## config.mk

```make
export PLATFORM = sky130hd
export DESIGN_NAME = inst_fetch
export DESIGN_NICKNAME = d
export VERILOG_FILES = /design/src/rtl/inst_fetch.sv
export SDC_FILE = /design/constraint.sdc
export NUM_CORES = 1
export LEC_CHECK = 0
export ABC_AREA = 1
export BUFFER_PORTS_ARGS = -buffer_cell sky130_fd_sc_hd__buf_2
export CAP_MARGIN = 20
export CORE_ASPECT_RATIO = 1.25
export CORE_MARGIN = 3
export CORE_UTILIZATION = 42
export CTS_CLUSTER_SIZE = 30
export DETAILED_ROUTE_END_ITERATION = 10
export PLACE_DENSITY = 0.75
export SYNTH_ARGS = -nofsm -noshare
export SYNTH_HDL_FRONTEND = slang
export SYNTH_SLANG_ARGS = --single-unit
```

## constraint.sdc

```tcl
create_clock -name clk -period 2.8 [get_ports clk]
set_input_delay 0.14 -clock clk [delete_from_list [all_inputs] [get_ports clk]]
set_output_delay 0.14 -clock clk [all_outputs]
set_load 0.02 [all_outputs]
```

## src/rtl/inst_fetch.sv

```systemverilog
// Instruction fetch unit: owns the PC, drives the combinational imem port and
// holds the fetched word in an IF/ID register handed to decode via valid/ready.
module inst_fetch #(
  parameter logic [31:0] RESET_PC = 32'h0000_0004,
  parameter logic [31:0] END_ADDR = 32'h0000_0024,
  parameter logic [31:0] NOP_INST = 32'h0000_0013
) (
  input  logic        clk,
  input  logic        rst_n,
  output logic [31:0] imem_addr,
  input  logic [31:0] imem_inst,
  input  logic        stall,
  input  logic        redirect,
  input  logic [31:0] redirect_pc,
  input  logic        id_ready,
  output logic        if_valid,
  output logic [31:0] if_pc,
  output logic [31:0] if_inst,
  output logic [31:0] if_pc_plus4,
  output logic        halted,
  output logic [15:0] fetch_count,
  output logic        misalign_err
);

  logic [31:0] pc;
  logic        handoff;
  logic        in_range;
  logic        can_fetch;

  assign imem_addr = pc;
  assign handoff   = if_valid && id_ready;
  assign in_range  = (pc <= END_ADDR);
  assign can_fetch = !stall && in_range && (!if_valid || id_ready);
  assign halted    = !in_range && !if_valid;

  always_ff @(posedge clk or negedge rst_n) begin
    if (!rst_n) begin
      pc           <= RESET_PC;
      if_valid     <= 1'b0;
      if_pc        <= '0;
      if_pc_plus4  <= '0;
      if_inst      <= NOP_INST;
      fetch_count  <= '0;
      misalign_err <= 1'b0;
    end else begin
      // A handoff completing on a redirect edge still counts.
      if (handoff && (fetch_count != 16'hFFFF))
        fetch_count <= fetch_count + 16'd1;

      if (redirect) begin
        pc       <= {redirect_pc[31:2], 2'b00};
        if_valid <= 1'b0;
        if_inst  <= NOP_INST;
        if (redirect_pc[1:0] != 2'b00)
          misalign_err <= 1'b1;
      end else if (can_fetch) begin
        if_inst     <= imem_inst;
        if_pc       <= pc;
        if_pc_plus4 <= pc + 32'd4;
        if_valid    <= 1'b1;
        pc          <= pc + 32'd4;
      end else if (handoff) begin
        if_valid <= 1'b0;
        if_inst  <= NOP_INST;
      end
    end
  end

endmodule

```

# Yosys cells after proc, flatten, opt, wreduce, memory -nomap -nowiden
# Cells that the tools add are included.
[op_classes] n_shift=0 n_addsub=2 div_mod_pow=0 n_bitwise=1 order_cmp=1 n_mul=0 n_reduce_logical=14 mux=8 n_eq_ne=1
[op_table] op="$mux W32" n=5
[op_table] op="$add A32 B3 Y32 const B" n=1
[op_table] op="$le A32 B6 Y1 const B" n=1
[op_table] op="$add A16 B1 Y16 const B" n=1
[op_table] op="$ne A16 B16 Y1 const B" n=1
[op_table] op="$logic_and A1 B1 Y1" n=5
[op_table] op="$reduce_and A2 Y1" n=2
[op_table] op="$reduce_bool A2 Y1" n=2
[op_table] op="$logic_not A1 Y1" n=3
[op_table] op="$mux W1" n=3
[op_table] op="$reduce_bool A3 Y1" n=1
[op_table] op="$logic_or A1 B1 Y1" n=1
[op_table] op="$not A1 Y1" n=1
[totals] mem_bits_ro=0 output_inout_bits=147 n_memories=0 register_bits=146 mem_bits_rw=0 word_cells=34 latch_bits=0 input_bits=69

# Depth between registers and ports, before layout
# Gate-level depths: netlist of the first run.
[depth] word_depth=5 depth_mapped=11 mapped_depth_nobuf=10

# Least setup slack after synthesis of the first run
# OpenSTA, ideal clock, no wires.
[synth_path] path_type="register to output" from="register pc[2] (netlist: imem_addr[2])" to="output halted" arrival_time_ns=1.680 stages_incl_launch_ff=9 slack_ns=0.980 t_required_ns=2.660 n_path_buf=1 cell_sequence="dfstp_2 -> inv_1 -> ha_1 -> o21bai_1 -> nand2_1 -> nand3_2 -> nor2_4 -> buf_2 -> nor2_1"
[synth_via] elab_chain_cells=3
[synth_rtl] element="start: declaration" line="25" rtl="logic [31:0] pc;"
[synth_rtl] element="start signal: assignment" line="51" rtl="pc <= {redirect_pc[31:2], 2'b00};"
[synth_rtl] element="start signal: assignment" line="61" rtl="pc <= pc + 32'd4;"
[synth_rtl] element="$le A32 B6 Y1" line="32" rtl="assign in_range = (pc <= END_ADDR);"
[synth_rtl] element="$logic_not A1 Y1" line="34" rtl="assign halted = !in_range && !if_valid;"
[synth_rtl] element="$logic_and A1 B1 Y1" line="34"
[synth_rtl] element="end: declaration" line="20" rtl="output logic halted,"
# No other way between the ends.

# Worst setup path after layout of the first run
[layout_path] from="register pc[2] (netlist: imem_addr[2])" to="register if_pc[4]"
[layout_via] elab_chain_cells=4
[layout_rtl] element="$le A32 B6 Y1" line="32"
[layout_rtl] element="$logic_and A1 B1 Y1 (2 in series)" line="33" rtl="assign can_fetch = !stall && in_range && (!if_valid || id_ready);"
[layout_rtl] element="$reduce_and A2 Y1 (no line)"
[layout_rtl] element="end signal: assignment" line="58" rtl="if_pc <= pc;"
[layout_rtl] element="end: declaration" line="17" rtl="output logic [31:0] if_pc,"
# No other way between the ends.
# A chain may end at the register's enable or synchronous reset.

==> run_results.csv, run 1 <==
group,metric,value,unit
critical_path,r2r_end,"if_pc[4]$_DFFE_PN0P_",
synth,synth_adder_area_share,0.836,%
power_and_ir_drop,p_total,0.00468,W
sta,worst_pin_slew,658,ps
synth,yosysTopAreaCell,"dfrtp_1",
placed_design,hpwl,10500,um
placed_design,port_buffers,209,
critical_path,reg2regPathDepth,9,
sta,relSlewSlack,56.1,%
synth,synth-compound-area-share,4.89,%
synth,ys_ff_latch,140,
synth,synth_area,5980,um^2
drt,ant_nets,0,
clock_tree,clkSlewWorstSetupHoldPaths,60,ps
critical_path,reg2reg_slack,630,ps
power_and_ir_drop,combinationalPowerShare,8.7,%
critical_path,cp_slowest_stage_delay,600,ps
clock_tree,cts_root_buf,"clkbuf_16",
power_and_ir_drop,power_frac_seq,45.1,%
critical_path,worstSetupPathType,"register to register",
floorplanning,die_area,15700,um^2
placed_design,place_area,7150,um^2
synth,synthMuxAreaShare,0,%
synth,synth_cell_types,28,
floorplanning,dieHeight,139,um
sta,finalCriticalPeriod,2170,ps
clock_tree,clock_path_buffers,2,
clock_tree,clock_latency,410,ps
critical_path,cp_common_cell,"nand2_1",
cells_and_area,diodes,0,
cells_and_area,nets,994,
synth,synth.most_common_cell,"nand2_1",
floorplanning,std_cell_rows,48,
critical_path,cp.arrival,2460,ps
sta,slew_violations,0,
power_and_ir_drop,ir_drop,0.317,mV
placed_design,place_congestion,0.833,
critical_path,crit_required,3090,ps
cells_and_area,post-route-util,59.8,%
power_and_ir_drop,p_clk_share,46.2,%
sta,rsz0062_at_grt,"false",
floorplanning,initial_utilization,43.1,%
critical_path,r2r-start,"imem_addr[2]$_DFFE_PN1P_",
synth,synth_top_family_by_area,"simple AND/OR/NAND/NOR gates",
sta,fin_skew,11.6,ps
synth,async_flop_share,100,%
synth,synth-simple-area-share,22.9,%
floorplanning,pin_count,216,
critical_path,cp_max_fo,78,
power_and_ir_drop,netSwitchingFraction,25.2,%
worst_hold_path,worst_hold_path_type,"primary input to register",
global_routing,antenna_found_initial,0,
synth,ys_top_cells_by_count,"nand2_1 (187), dfrtp_1 (136), inv_1 (110), nand3_1 (73), nor2_1 (32)",
power_and_ir_drop,netSwitchingPower,0.00118,W
drt,drtIter0Drc,262,
synth,synth-edff-count,0,
status,status,"finished clean",
clock_tree,cts_tree,"yes",
synth,yosys_most_used_dff,"dfrtp_1",
cells_and_area,fillers,1199,
synth,syn_avg_cell_area,9.11,um^2
sta,setup_tns,0,ps
global_routing,grtUsageTotal,20.3,%
sta,fin_crit_sh,77.4,%
clock_tree,htreeDepth,4,
clock_tree,post_cts_resized,0,
synth,yosysWarningCount,0,
clock_tree,cts_buffers,17,
run,drv_cap,0,
drt,firstDrtPassIters,4,
power_and_ir_drop,power_leakage,5.08,nW
power_and_ir_drop,powerDensity,564,nW/um^2
global_routing,grt_pass1_wl,25700,um
synth,netlist_instances,657,
critical_path,end_kind,"register",
drt,wl_per_cell,14.1,um
global_routing,grt_pass1_vias,5172,
floorplanning,die_w,113,um
worst_hold_path,hold_path_startpoint,"redirect_pc[3]",
sta,fin_ws,632,ps
critical_path,crit_path_cell_trace,"ha_1 > o21bai_1 > nand2_1 > nand3_2 > nor2_4 > nand3_4 > buf_12 > nand2_1 > nand2_1",
cells_and_area,postLayoutCellArea,8300,um^2
worst_hold_path,whs_endpoint,"imem_addr[3]$_DFFE_PN0P_",
synth,synth_top_area_share,56.9,%
cells_and_area,drive_above_1_share,31.0,%
placed_design,dp_slack,633,ps
power_and_ir_drop,intPower,0.00350,W
clock_tree,cts.sinks,140,
drt,remaining_drc_errors,0,
sta,finalSetupViolCount,0,
floorplanning,fp.coreArea,13900,um^2
cells_and_area,area_growth,38.7,%
sta,fmax,461,MHz
critical_path,cpMaxStageDelayCell,"dfstp_2",
worst_hold_path,hold_depth,5,
sta,finalHoldViolations,0,
drt,totalWireLength,15700,um
synth,synthTopCellsByArea,"dfrtp_1 (57%), nand2_1 (12%), inv_1 (6.9%)",
drt,avgViaCountPerCell,4.63,
drt,vias,5135,
global_routing,gr-total-overflow,0,
critical_path,startpoint_type,"register",
synth,yosys.area_share.xor_xnor,1.90,%
synth,yosysSeqAreaShare,58.6,%
global_routing,grt_max_degree,79,
[worst max path at each step]
stage                                             end                      from  slack [ps]  depth (start not counted)
after floorplan                                halted  imem_addr[2]$_DFFE_PN1P_         980                          8
after global placement     if_pc_plus4[5]$_DFFE_PN0P_  imem_addr[2]$_DFFE_PN1P_         730                          9
after detailed placement   if_pc_plus4[3]$_DFFE_PN0P_  imem_addr[2]$_DFFE_PN1P_         630                          9
after CTS                 if_pc_plus4[26]$_DFFE_PN0P_  imem_addr[2]$_DFFE_PN1P_         620                          9
after global routing             if_pc[2]$_DFFE_PN0P_  imem_addr[2]$_DFFE_PN1P_         420                          9
final                            if_pc[4]$_DFFE_PN0P_  imem_addr[2]$_DFFE_PN1P_         630                          9
[metal layers]
metal	wire, um	vias to the layer above	global-route usage [%]
li1	-	2526	-
met1	6330	2412	25.1
met2	7980	159	34.2
met3	861	38	3.96
met4	504	0	9.56
met5	0	-	0
[final cells by class]
cell class / instances / area (um^2) / share of cell area [%]
well taps: 175 / 219 / 2.64
repair buffers: 276 / 1740 / 20.9
inverters: 110 / 413 / 4.97
clock buffers: 19 / 443 / 5.33
multi-input cells: 376 / 1850 / 22.3
flip-flops and latches: 140 / 3510 / 42.3
clock inverters: 13 / 130 / 1.57
[layout by cell type (no fill, tap or decap), types with 10 or more instances in the layout]
| cell | synthesis | routed |
|---|---|---|
| xor2_1 | 10 | 10 |
| dlygate4sd3_1 | 0 | 58 |
| clkbuf_16 | 0 | 17 |
| nor2_1 | 32 | 31 |
| inv_1 | 110 | 110 |
| nand4_1 | 12 | 12 |
| nand3_1 | 73 | 73 |
| nand2_1 | 187 | 187 |
| dfrtp_1 | 136 | 136 |
| o21ai_2 | 29 | 29 |
| buf_2 | 9 | 208 |
[power groups by stage]
stage                     Clock, W  Combinational (W)  Sequential (W)
after global placement           0           0.000341         0.00214
after detailed placement         0           0.000346         0.00215
after CTS                  0.00221           0.000410         0.00211
final                      0.00216           0.000408         0.00211
after floorplan                  0           0.000131         0.00219
after global routing       0.00230           0.000455         0.00211
[state kept, by name, summed over array words and instances (netlist names)]
register      flops
misalign_err      1
if_pc            30
fetch_count      16
if_valid          1
if_inst          32
if_pc_plus4      30
imem_addr        30
[metrics by stage]
stage,hold WS [ps],instances
CTS,19.5,1109
detailed placement,136,1019
floorplan,-156,662
global route,32.7,1109
global placement,131,1019
finish,34.4,1109
[worst max-delay path, delay by kind of cell, from the launching register on]
kind                       cells  cell delay (ps)
and+or+nand+nor                6              860
DFF                            1              600
buffers and inverters          1              310
adders and majority gates      1              160
AOI/OAI and AO/OA              1               70
[cell families after synthesis]
group | after synthesis
compound gates | 35
xor+xnor | 13
fa+ha+maj | 4
buf+inv | 146
flops | 140
other cells | 1
simple gates | 318
[timing repair]
action / in CTS / in global routing
buffers inserted: 0 / 0
hold buffers: 58 / 0
hold endpoints to repair: 106 / 0
Note: power is estimated with default switching activity, not from simulation.
==> run 2: changes to the inputs <==
- PLACE_DENSITY: 0.75 -> 0.78
- clock period: 2.8 -> 1.8 ns (I/O delays scaled with it)
==> run_results.csv, run 2 (synthesis gave the netlist of run 1 again) <==
group,metric,value,unit
status,status,"finished with violations",
status,violations,"negative setup slack",
cells_and_area,area_growth,45.5,%
global_routing,grt_max_degree,45,
global_routing,met1_usage,24.5,%
cells_and_area,diodes,0,
clock_tree,cts_buffers,17,
placed_design,dp_slack,42.3,ps
drt,drtIter0Drc,274,
clock_tree,clkSlewWorstSetupHoldPaths,50,ps
drt,wl_per_cell,14.2,um
critical_path,worstSetupPathType,"register to output port",
placed_design,hpwl,10900,um
floorplanning,initial_utilization,43.1,%
cells_and_area,layout_common_cells,"buf_2 (207), nand2_1 (185), dfrtp_1 (136)",
worst_hold_path,worst_hold_path_type,"primary input to register",
clock_tree,htreeDepth,4,
cells_and_area,drive_above_1_share,33.4,%
floorplanning,die_w,113,um
drt,vias,5334,
clock_tree,cts.sinks,140,
placed_design,place_area,7300,um^2
cells_and_area,regMostFlops,"if_inst",
power_and_ir_drop,ir_drop,0.784,mV
drt,avgViaCountPerCell,4.67,
clock_tree,clock_path_buffers,2,
sta,fin_skew,7.71,ps
sta,fin_crit_sh,101,%
power_and_ir_drop,power_leakage,5.29,nW
placed_design,port_buffers,209,
global_routing,grt_pass1_vias,5527,
cells_and_area,fillers,1108,
clock_tree,cts_root_buf,"clkbuf_16",
cells_and_area,nets,1027,
sta,finalHoldViolations,0,
sta,fmax,553,MHz
global_routing,grt.busiest_layer,"met2",
floorplanning,std_cell_rows,48,
sta,fin_ws,-9.88,ps
sta,rsz0062_at_grt,"true",
cells_and_area,largest_reg_flops,32,
global_routing,antenna_found_initial,0,
global_routing,gr-total-overflow,0,
drt,firstDrtPassIters,5,
floorplanning,die_area,15700,um^2
sta,finalSetupViolCount,2,
global_routing,grt_pass1_wl,26800,um
global_routing,grtUsageTotal,21.2,%
critical_path,startpoint_type,"register",
floorplanning,fp.coreArea,13900,um^2
drt,totalWireLength,16200,um
floorplanning,dieHeight,139,um
cells_and_area,final-seq-area,3510,um^2
placed_design,place_congestion,0.841,
run,drv_cap,0,
floorplanning,pin_count,216,
sta,slew_violations,0,
drt,ant_nets,0,
critical_path,cp.arrival,1720,ps
critical_path,cp_max_fo,3,
sta,finalCriticalPeriod,1810,ps
cells_and_area,multi_input_area,1880,um^2
sta,setup_tns,-19.4,ps
clock_tree,cts_tree,"yes",
global_routing,use_met2,36.7,%
power_and_ir_drop,powerDensity,875,nW/um^2
critical_path,end_kind,"output port",
clock_tree,clock_latency,410,ps
cells_and_area,postLayoutCellArea,8710,um^2
critical_path,crit_required,1710,ps
cells_and_area,layout_commonest_cell,"buf_2",
global_routing,use_met3,5.13,%
drt,remaining_drc_errors,0,
run 2: cell types whose count changed in the layout (fill, tap and decap cells not counted), moves of 3 or more:
cell,delta
buf_4,+19
dlygate4sd3_1,+7
inv_6,-5
buf_6,+4
buf_12,+3
clkbuf_8,+3
clkinv_2,+3
nor2_1,-3
run 2: through the flow:
step | util [%] | hold WS (ps) | total power [W] | cells
floorplan | - | -206 | 0.00361 | 662
global placement | 52.6 | 42.4 | 0.00388 | 1034
detailed placement | 52.6 | 42.8 | 0.00389 | 1034
CTS | 62.4 | 27.8 | 0.00768 | 1138
global route | 62.8 | 44.7 | 0.00793 | 1141
finish | 62.8 | 41.3 | 0.00762 | 1141
run 2: what timing repair did:
action,4_1_cts,5_1_grt
pin swaps,4,4
buffers inserted,9,4
endpoints found under the setup margin,1,93
hold buffers,65,0
endpoints found under the hold margin,169,0
gates resized for setup,7,9
run 2: layer usage:
metal  up-vias  routed length (um)
met1      2523                6390
met2       177                8330
met5         -                   0
met4         0                 652
met3        47                 870
li1       2587                   -
run 2: layout make-up:
cell class	instances	share of cell area (%)
Tap cell	175	2.52
Clock inverter	10	1.58
Inverter	110	4.74
Clock buffer	21	5.52
Multi-Input combinational cell	376	21.6
Timing Repair Buffer	309	23.7
Sequential cell	140	40.3
run 2: worst paths after layout:
path / startpoint / to / slack (ps) / cells past startpoint
worst max-delay path: imem_addr[2]$_DFFE_PN1P_ / halted / -10 / 8
max in group asynchronous: rst_n / if_pc_plus4[22]$_DFFE_PN0P_ / 1010 / 3
min in group asynchronous: rst_n / imem_addr[19]$_DFFE_PN0P_ / 180 / 2
worst max register to register: imem_addr[2]$_DFFE_PN1P_ / if_inst[5]$_DFFE_PN0P_ / -10 / 8
worst min-delay path: redirect_pc[2] / imem_addr[2]$_DFFE_PN1P_ / 40 / 5
worst min register to register: if_pc[9]$_DFFE_PN0P_ / if_pc[9]$_DFFE_PN0P_ / 460 / 2
run 2: worst max-delay path, stage by stage, from the launching register on:
cell	delay [ps]
dfstp_2	550
inv_2	60
ha_4	140
o21bai_1	110
nand2_1	90
nand3_2	100
nor2_4	50
nor2_4	80
buf_6	120
run 2: power by group:
part	leakage (nW)	total [W]	switching [W]	internal [W]
Sequential	1.88	0.00327	0.0000587	0.00322
Combinational	3.11	0.000725	0.000402	0.000323
Clock	0.301	0.00362	0.00130	0.00232
Total	5.29	0.00762	0.00176	0.00586
